`src/rtl/ula_seq.sv`:
```
// Clocked ALU with start/busy/done handshake; MUL (shift-add) and DIV (restoring) take
// WIDTH cycles, everything else completes on the accepting edge. Result drives 7-seg digits.
module ula_seq #(
  parameter int WIDTH  = 8,
  parameter int DIGITS = WIDTH / 4
) (
  input  logic                  clk,
  input  logic                  rst_n,
  input  logic [WIDTH-1:0]      a,
  input  logic [WIDTH-1:0]      b,
  input  logic [2:0]            sel,
  input  logic                  start,
  output logic                  busy,
  output logic                  done,
  output logic [WIDTH-1:0]      result,
  output logic [WIDTH-1:0]      rem,
  output logic [3:0]            flags,
  output logic [7*DIGITS-1:0]   seg
);

  localparam int CW = (WIDTH > 2) ? $clog2(WIDTH) : 1;

  localparam logic [2:0] OP_AND  = 3'd0;
  localparam logic [2:0] OP_OR   = 3'd1;
  localparam logic [2:0] OP_ADD  = 3'd2;
  localparam logic [2:0] OP_SUB  = 3'd3;
  localparam logic [2:0] OP_MUL  = 3'd4;
  localparam logic [2:0] OP_DIV  = 3'd5;
  localparam logic [2:0] OP_XOR  = 3'd6;
  localparam logic [2:0] OP_HOLD = 3'd7;

  typedef enum logic [0:0] {
    IDLE = 1'b0,
    EXEC = 1'b1
  } state_t;

  // Active-low 7-segment pattern {a..g} for one hex nibble
  function automatic logic [6:0] hex7(input logic [3:0] nib);
    logic [6:0] pat;
    case (nib)
      4'h0:    pat = 7'b0000001;
      4'h1:    pat = 7'b1001111;
      4'h2:    pat = 7'b0010010;
      4'h3:    pat = 7'b0000110;
      4'h4:    pat = 7'b1001100;
      4'h5:    pat = 7'b0100100;
      4'h6:    pat = 7'b0100000;
      4'h7:    pat = 7'b0001111;
      4'h8:    pat = 7'b0000000;
      4'h9:    pat = 7'b0000100;
      4'hA:    pat = 7'b0001000;
      4'hB:    pat = 7'b1100000;
      4'hC:    pat = 7'b0110001;
      4'hD:    pat = 7'b1000010;
      4'hE:    pat = 7'b0110000;
      4'hF:    pat = 7'b0111000;
      default: pat = 7'b1111111;
    endcase
    return pat;
  endfunction

  state_t                 state_q, state_d;
  logic [CW-1:0]          cnt_q, cnt_d;
  logic                   op_mul_q, op_mul_d;
  logic [WIDTH-1:0]       shreg_q, shreg_d;   // multiplier (MUL) or dividend/quotient (DIV)
  logic [WIDTH-1:0]       opb_q, opb_d;
  logic [2*WIDTH-1:0]     mcand_q, mcand_d;
  logic [2*WIDTH-1:0]     acc_q, acc_d;       // product (MUL) or partial remainder (DIV)
  logic [WIDTH-1:0]       result_q, result_d;
  logic [WIDTH-1:0]       rem_q, rem_d;
  logic [3:0]             flags_q, flags_d;
  logic                   done_q, done_d;
  logic                   busy_q, busy_d;

  logic [WIDTH:0]         add_s, sub_s;
  logic [2*WIDTH-1:0]     mul_acc_s;
  logic [WIDTH:0]         div_shift_s, div_diff_s;
  logic                   div_ge_s;
  logic [WIDTH-1:0]       div_rem_s, div_quo_s;

  assign add_s       = {1'b0, a} + {1'b0, b};
  assign sub_s       = {1'b0, a} - {1'b0, b};
  assign mul_acc_s   = shreg_q[0] ? (acc_q + mcand_q) : acc_q;
  assign div_shift_s = {acc_q[WIDTH-1:0], shreg_q[WIDTH-1]};
  assign div_diff_s  = div_shift_s - {1'b0, opb_q};
  // Partial remainder stays below 2*b, so the difference sign bit is a clean compare
  assign div_ge_s    = ~div_diff_s[WIDTH];
  assign div_rem_s   = div_ge_s ? div_diff_s[WIDTH-1:0] : div_shift_s[WIDTH-1:0];
  assign div_quo_s   = {shreg_q[WIDTH-2:0], div_ge_s};

  // Next-state, datapath iteration and output update
  always_comb begin
    logic wr_s, dz_s, ovf_s, cy_s;
    state_d  = state_q;
    cnt_d    = cnt_q;
    op_mul_d = op_mul_q;
    shreg_d  = shreg_q;
    opb_d    = opb_q;
    mcand_d  = mcand_q;
    acc_d    = acc_q;
    result_d = result_q;
    rem_d    = rem_q;
    flags_d  = flags_q;
    done_d   = 1'b0;
    busy_d   = busy_q;
    wr_s     = 1'b0;
    dz_s     = 1'b0;
    ovf_s    = 1'b0;
    cy_s     = 1'b0;

    case (state_q)
      IDLE: begin
        if (start) begin
          wr_s  = 1'b1;
          rem_d = {WIDTH{1'b0}};
          case (sel)
            OP_AND: result_d = a & b;
            OP_OR:  result_d = a | b;
            OP_XOR: result_d = a ^ b;
            OP_ADD: begin
              result_d = add_s[WIDTH-1:0];
              cy_s     = add_s[WIDTH];
              ovf_s    = (a[WIDTH-1] == b[WIDTH-1]) && (add_s[WIDTH-1] != a[WIDTH-1]);
            end
            OP_SUB: begin
              result_d = sub_s[WIDTH-1:0];
              cy_s     = sub_s[WIDTH];
              ovf_s    = (a[WIDTH-1] != b[WIDTH-1]) && (sub_s[WIDTH-1] != a[WIDTH-1]);
            end
            OP_MUL, OP_DIV: begin
              if ((sel == OP_DIV) && (b == {WIDTH{1'b0}})) begin
                result_d = {WIDTH{1'b1}};
                rem_d    = a;
                dz_s     = 1'b1;
              end else begin
                wr_s     = 1'b0;
                rem_d    = rem_q;
                state_d  = EXEC;
                busy_d   = 1'b1;
                cnt_d    = {CW{1'b0}};
                op_mul_d = (sel == OP_MUL);
                shreg_d  = (sel == OP_MUL) ? b : a;
                opb_d    = b;
                mcand_d  = {{WIDTH{1'b0}}, a};
                acc_d    = {(2*WIDTH){1'b0}};
              end
            end
            OP_HOLD: begin
              result_d = result_q;
              rem_d    = rem_q;
            end
            default: begin
              result_d = result_q;
              rem_d    = rem_q;
            end
          endcase
        end else begin
          wr_s = 1'b0;
        end
      end
      EXEC: begin
        cnt_d = cnt_q + {{(CW-1){1'b0}}, 1'b1};
        if (op_mul_q) begin
          acc_d   = mul_acc_s;
          mcand_d = {mcand_q[2*WIDTH-2:0], 1'b0};
          shreg_d = {1'b0, shreg_q[WIDTH-1:1]};
        end else begin
          acc_d   = {{WIDTH{1'b0}}, div_rem_s};
          shreg_d = div_quo_s;
        end
        if (cnt_q == CW'(WIDTH - 1)) begin
          wr_s    = 1'b1;
          state_d = IDLE;
          busy_d  = 1'b0;
          if (op_mul_q) begin
            result_d = mul_acc_s[WIDTH-1:0];
            rem_d    = {WIDTH{1'b0}};
            cy_s     = |mul_acc_s[2*WIDTH-1:WIDTH];
          end else begin
            result_d = div_quo_s;
            rem_d    = div_rem_s;
          end
        end else begin
          wr_s = 1'b0;
        end
      end
      default: begin
        state_d = IDLE;
        busy_d  = 1'b0;
      end
    endcase

    if (wr_s) begin
      done_d  = 1'b1;
      flags_d = {dz_s, ovf_s, cy_s, (result_d == {WIDTH{1'b0}})};
    end else begin
      done_d  = 1'b0;
    end
  end

  // State and datapath registers
  always_ff @(posedge clk or negedge rst_n) begin
    if (!rst_n) begin
      state_q  <= IDLE;
      cnt_q    <= {CW{1'b0}};
      op_mul_q <= 1'b0;
      shreg_q  <= {WIDTH{1'b0}};
      opb_q    <= {WIDTH{1'b0}};
      mcand_q  <= {(2*WIDTH){1'b0}};
      acc_q    <= {(2*WIDTH){1'b0}};
      result_q <= {WIDTH{1'b0}};
      rem_q    <= {WIDTH{1'b0}};
      flags_q  <= 4'b0000;
      done_q   <= 1'b0;
      busy_q   <= 1'b0;
    end else begin
      state_q  <= state_d;
      cnt_q    <= cnt_d;
      op_mul_q <= op_mul_d;
      shreg_q  <= shreg_d;
      opb_q    <= opb_d;
      mcand_q  <= mcand_d;
      acc_q    <= acc_d;
      result_q <= result_d;
      rem_q    <= rem_d;
      flags_q  <= flags_d;
      done_q   <= done_d;
      busy_q   <= busy_d;
    end
  end

  // Hex decode of the registered result, one digit per nibble
  always_comb begin
    seg = {(7*DIGITS){1'b1}};
    for (int i = 0; i < DIGITS; i++) begin
      seg[7*i +: 7] = hex7(result_q[4*i +: 4]);
    end
  end

  assign busy   = busy_q;
  assign done   = done_q;
  assign result = result_q;
  assign rem    = rem_q;
  assign flags  = flags_q;

endmodule

```
`config.mk`:
```
export PLATFORM = sky130hd
export DESIGN_NAME = ula_seq
export DESIGN_NICKNAME = d
export VERILOG_FILES = /design/src/rtl/ula_seq.sv
export SDC_FILE = /design/constraint.sdc
export NUM_CORES = 1
export LEC_CHECK = 0
export CAP_MARGIN = 15
export CORE_MARGIN = 2
export CORE_UTILIZATION = 40
export CTS_CLUSTER_DIAMETER = 100
export DETAILED_ROUTE_END_ITERATION = 8
export DONT_BUFFER_PORTS = 1
export GPL_ROUTABILITY_DRIVEN = 0
export PLACE_DENSITY_LB_ADDON = 0.1
export SYNTH_ARGS = -nofsm -noshare
export SYNTH_HDL_FRONTEND = slang
export SYNTH_SLANG_ARGS = --single-unit
```
`constraint.sdc`:
```
create_clock -name clk -period 2.8 [get_ports clk]
set_input_delay 0.84 -clock clk [delete_from_list [all_inputs] [get_ports clk]]
set_output_delay 0.84 -clock clk [all_outputs]
set_load 0.01 [all_outputs]
```
* After elaboration in Yosys (flattened, before gate mapping)
Memory sizes are Yosys's and may differ from the RTL's.
Cells that the tools add are included.
** Storage, ports and cells
- Register bits :: 75
- ROM bits :: 224
- Output and inout bits :: 36
- Memories kept :: 2
** Memories
- (name not given) :: words 16, width 7, rd ports 1, clocked after Yosys merged registers in 0, wr ports 0, line 40 : case (nib)
- (name not given) :: words 16, width 7, rd ports 1, clocked after Yosys merged registers in 0, wr ports 0, line 40
** Cells by class
- Add/subtract/negate cells :: 5
- Equality and inequality tests :: 19
- Mux-type cells :: 61
- Bitwise operators :: 6
- Reductions and logical operators :: 13
** Operators by type and width (count)
- two-way mux 16 bit :: 9
- two-way mux 8 bit :: 14
- one-hot mux 16 bit (2 select lines) :: 2
- one-hot mux 8 bit (2 select lines) :: 4
- one-hot mux 8 bit (7 select lines) :: 1
- two-way mux 1 bit :: 21
- adder 16 bit :: 1
- zero test 8 bit :: 2
- AND reduction 4 bit :: 4
- equality test 3 bit (second input constant) :: 5
- one-hot mux 1 bit (2 select lines) :: 6
- adder 8 x 8 -> 9 bit :: 1
- two-way mux 3 bit :: 3
- subtractor 8 x 8 -> 9 bit :: 1
- subtractor 9 x 8 -> 9 bit :: 1
- bitwise AND 8 bit :: 1
- bitwise OR 8 bit :: 1
- OR reduction 8 bit :: 1
- bitwise XOR 8 bit :: 1
- equality test 3 x 2 -> 1 bit (second input constant) :: 2
- != test 2 x 1 -> 1 bit (second input constant) :: 3
- != test 2 bit (second input constant) :: 3
- one-hot mux 3 bit (2 select lines) :: 1
- adder 3 x 1 -> 3 bit (second input constant) :: 1
- 9 further kinds :: 15

* Longest topological paths before layout
- Word-level depth :: 7
- Mapped depth :: 14

* Worst setup path after synthesis
OpenSTA, ideal clock, no wires.
- Path kind :: in2reg
- Start :: in a[0]
- End :: reg flags_q[1], in the netlist flags[1]
- Arrival :: 2803 ps
- Data required time :: 2657 ps
- Setup slack :: -146 ps
- Stages :: 12
- Path buffers :: 0
- Cells stage by stage :: inv_1 ha_1 fa_1 o21bai_1 a21oi_1 or4_1 o21bai_1 o31ai_1 nor2_1 nand4_1 a2111oi_2 a31oi_1
** On the way
- Cells in the longest elaborated chain, start to end :: 4
- Elaborated cells between the ends (all ways) :: 5
- Those cells by class :: add/sub: 2; mux: 3
** RTL lines
- start, declared :: line 9 : input logic [WIDTH-1:0] a,
- subtractor 8 x 8 -> 9 bit or adder 8 x 8 -> 9 bit (tied branches) :: line 82, 81
- one-hot mux 1 bit (2 select lines) * :: line 116 : case (sel)
- two-way mux 1 bit * :: line 113 : if (start) begin
- one-hot mux 1 bit (2 select lines) * :: line 111 : case (state_q)
- end signal, assigned :: line 226 : flags_q <= flags_d;
- end, declared :: line 71 : logic [3:0] flags_q, flags_d;
Every way passes the cells marked *; elsewhere a longest branch is shown, timed or not.
A chain may end at the register's enable or synchronous reset.

* Final worst setup path
- Start :: reg mcand_q[0]
- End :: reg flags_q[1], in the netlist flags[1]
** On the way
- Cells in the longest elaborated chain, start to end :: 6
** RTL lines
- start, declared :: line 67 : logic [2*WIDTH-1:0] mcand_q, mcand_d;
- start signal, assigned :: line 209 : mcand_q <= {(2*WIDTH){1'b0}};
- start signal, assigned :: line 222 : mcand_q <= mcand_d;
- adder 16 bit :: line 83 : assign mul_acc_s = shreg_q[0] ? (acc_q + mcand_q) : acc_q;
- two-way mux 16 bit :: line 83
- OR reduction 8 bit :: line 178 : cy_s = |mul_acc_s[2*WIDTH-1:WIDTH];
- two-way mux 1 bit :: line 175 : if (op_mul_q) begin
- two-way mux 1 bit :: line 171 : if (cnt_q == CW'(WIDTH - 1)) begin
- one-hot mux 1 bit (2 select lines) :: line 111
No other way between the ends.

==> results.cfg <==
[status]
status = finished clean

[sta]
rsz0062_at_grt = yes
layout_setup_ws_ns = 0.03495
max_slew_margin = 0.5979
finalHoldViolCount = 0
finalSetupTns_ns = 0
holdWs_ns = 0.1932
setup_viol = 0
slew_violations = 0
worstMarginPinSlew_ns = 0.6032
period_minus_slack_ns = 2.765
max_freq_mhz = 361.7
fin_worst_skew_ns = 0.01027
finalCritPeriodShare = 0.9875

[floorplan]
die_area_sq_um = 17250
pin_count = 58
start_util = 0.4084
die_h_um = 131.4
die_w_um = 131.4
core-area_sq_um = 15890
rows = 46

[synthesis]
synthDistinctLibCells = 77
yosys_warnings = 0
synth_area_leaders = dfrtp_1 (29%), ha_1 (12%), nand2_1 (6.0%)
synth_edf_count = 0
yosys.area.top_type = dfrtp_1
syn_avg_cell_area_sq_um = 8.243
syn_inst = 787
synth-async-reset-ratio = 1.000
synth_ff_type = dfrtp_1
ys_ff_latch = 75
synth.top_cell.area_share = 0.2893
ys_seq_area_frac = 0.2893
synth_area_sq_um = 6487
synthesis.nets = 874

[detailed_routing]
wirelength_um = 20970
vias = 6176
drc = 0
first_iter_violations = 425
drt-wirelength-per-cell_um = 19.06
vias_per_cell = 5.615
first_pass_iters = 5
ant_nets = 0

[finish]
final_cells = 1100
fin_nets = 966
mostFrequentLayoutCells = buf_4 (120), nand2_1 (103), dfrtp_1 (72)
final_common_cell = buf_4
finalInstanceArea_sq_um = 8020
n_antenna_cell = 0
areaGrowthSynthToFinish_pct = 23.63
drive_gt1_frac = 0.2274

[critical_path]
crit_required_ns = 3.01
cp-end-kind = flip-flop
crit_path_start = mcand_q[0]
r2r_start = mcand_q[0]
crit_type = flip-flop to flip-flop
critPathLaunchType = flip-flop
worst_ep_arrival_time_ns = 2.98
crit_path_max_fanout = 3

[global_route]
antenna_found_initial = 0
grt_pass1_vias = 6147
grt_pass1_wl_um = 33110
grt_start_max_net_pins = 76
globalRouteOverflowTotal = 0
grt_use_total = 0.2410

[placement]
port_buffers = 0
place_area_sq_um = 7456
place_ws_ns = -0.4100
dp_cells = 1074
dp_hpwl_um = 16020

[clock_network]
clk_latency_ns = 0.35
h-tree-depth = 3
numCtsBuffers = 9
cts_tree = done
clockBufferDepth = 2
clk_pin_slew_ns = 0.06
cts_sinks = 75
hold_buffers = 0
root_buffer = clkbuf_16

[pwr]
ir_worst_vdd_v = 0.0005695
leakage_nw = 3.695
p_per_area_nw_per_um2 = 1267

[run]
drv_cap = 0

[min_path]
min_path_type = input pin to async pin
[cell usage after synthesis (6+ instances only)]
| cell type | instances |
|---|---|
| a211oi_1 | 11 |
| a21o_1 | 11 |
| a21oi_1 | 63 |
| a22o_1 | 7 |
| a22oi_1 | 6 |
| a31oi_1 | 8 |
| buf_2 | 9 |
| clkbuf_1 | 26 |
| dfrtp_1 | 75 |
| ha_1 | 61 |
| inv_1 | 46 |
| mux2i_1 | 33 |
| nand2_1 | 103 |
| nand2b_1 | 9 |
| nand3_1 | 18 |
| nor2_1 | 58 |
| nor2b_1 | 18 |
| nor3_1 | 9 |
| o21ai_0 | 71 |
| xnor2_1 | 20 |
[layer usage]
metal / GRT usage / vias to the layer above / wire length (um) / part of all wire
met5: 0 / - / 0 / 0
met4: 0.08756 / 0 / 614 / 0.029
met3: 0.04938 / 38 / 1125 / 0.054
met2: 0.3816 / 171 / 9420 / 0.45
met1: 0.3265 / 2970 / 9811 / 0.47
li1: - / 2997 / - / -
[logic make-up after synthesis]
kind of cell    Yosys count  share of synthesized area
compound gates          248                     0.2548
buf+inv                  87                    0.05419
mux                      36                    0.05786
simple gates            251                     0.1801
xor+xnor                 25                    0.03375
fa+ha+maj                65                     0.1300
flops                    75                     0.2893
[flip-flops by register name, indices dropped and copies added (netlist names)]
signal,count
busy,1
mcand_q,16
result,8
cnt_q,3
opb_q,8
state_q,1
shreg_q,8
acc_q,16
rem,8
done,1
flags,4
op_mul_q,1
[stage by stage]
stage | util | total power [mW]
2_1_floorplan | - | 6.096
3_3_place_gp | 0.4694 | 8.161
3_5_place_dp | 0.4694 | 8.303
4_1_cts | 0.4961 | 9.833
5_1_grt | 0.5049 | 10.91
6_report | 0.5049 | 10.16
[worst paths after layout]
kind,endpoint,slack [ns],cells after the start
worst max-delay path,flags[1],0.03,11
worst min-delay path,done,0.19,0
worst max register to register,flags[1],0.03,11
worst min register to register,opb_q[3],0.48,2
max in group asynchronous,mcand_q[1],2.43,0
min in group clk,opb_q[3],0.48,2
[where the power goes]
part / leakage [nW] / internal, mW / switching, mW
clock network: 0.135 / 0.632 / 0.505
registers: 0.929 / 1.58 / 0.551
logic: 2.63 / 3.28 / 3.62
[worst max-delay path, stage by stage, from the launching register on]
cell       delay, ns
dfrtp_1         0.41
ha_2            0.22
fa_2            0.35
a21o_1          0.18
nand4_1         0.10
nand3_2         0.11
a31oi_4         0.24
o21bai_2        0.12
a221oi_2        0.31
xnor2_1         0.14
a2111oi_2       0.32
a31oi_1         0.12
[layout make-up]
| type | instances | area [sq um] |
|---|---|---|
| Inverter | 46 | 175.2 |
| Clock buffer | 10 | 239.0 |
| Timing Repair Buffer | 122 | 923.4 |
| Multi-Input combinational cell | 625 | 4482 |
| Clock inverter | 6 | 50.05 |
| Fill cell | 1569 | 7865 |
| Tap cell | 216 | 270.3 |
| Sequential cell | 75 | 1881 |
[what timing repair did]
item	CTS	global route
resized for setup	17	26
endpoints found under the setup margin	21	21
endpoints found under the hold margin	0	0
setup buffers	7	3
pin swaps	9	18
Note: power is estimated with default switching activity, not from simulation.
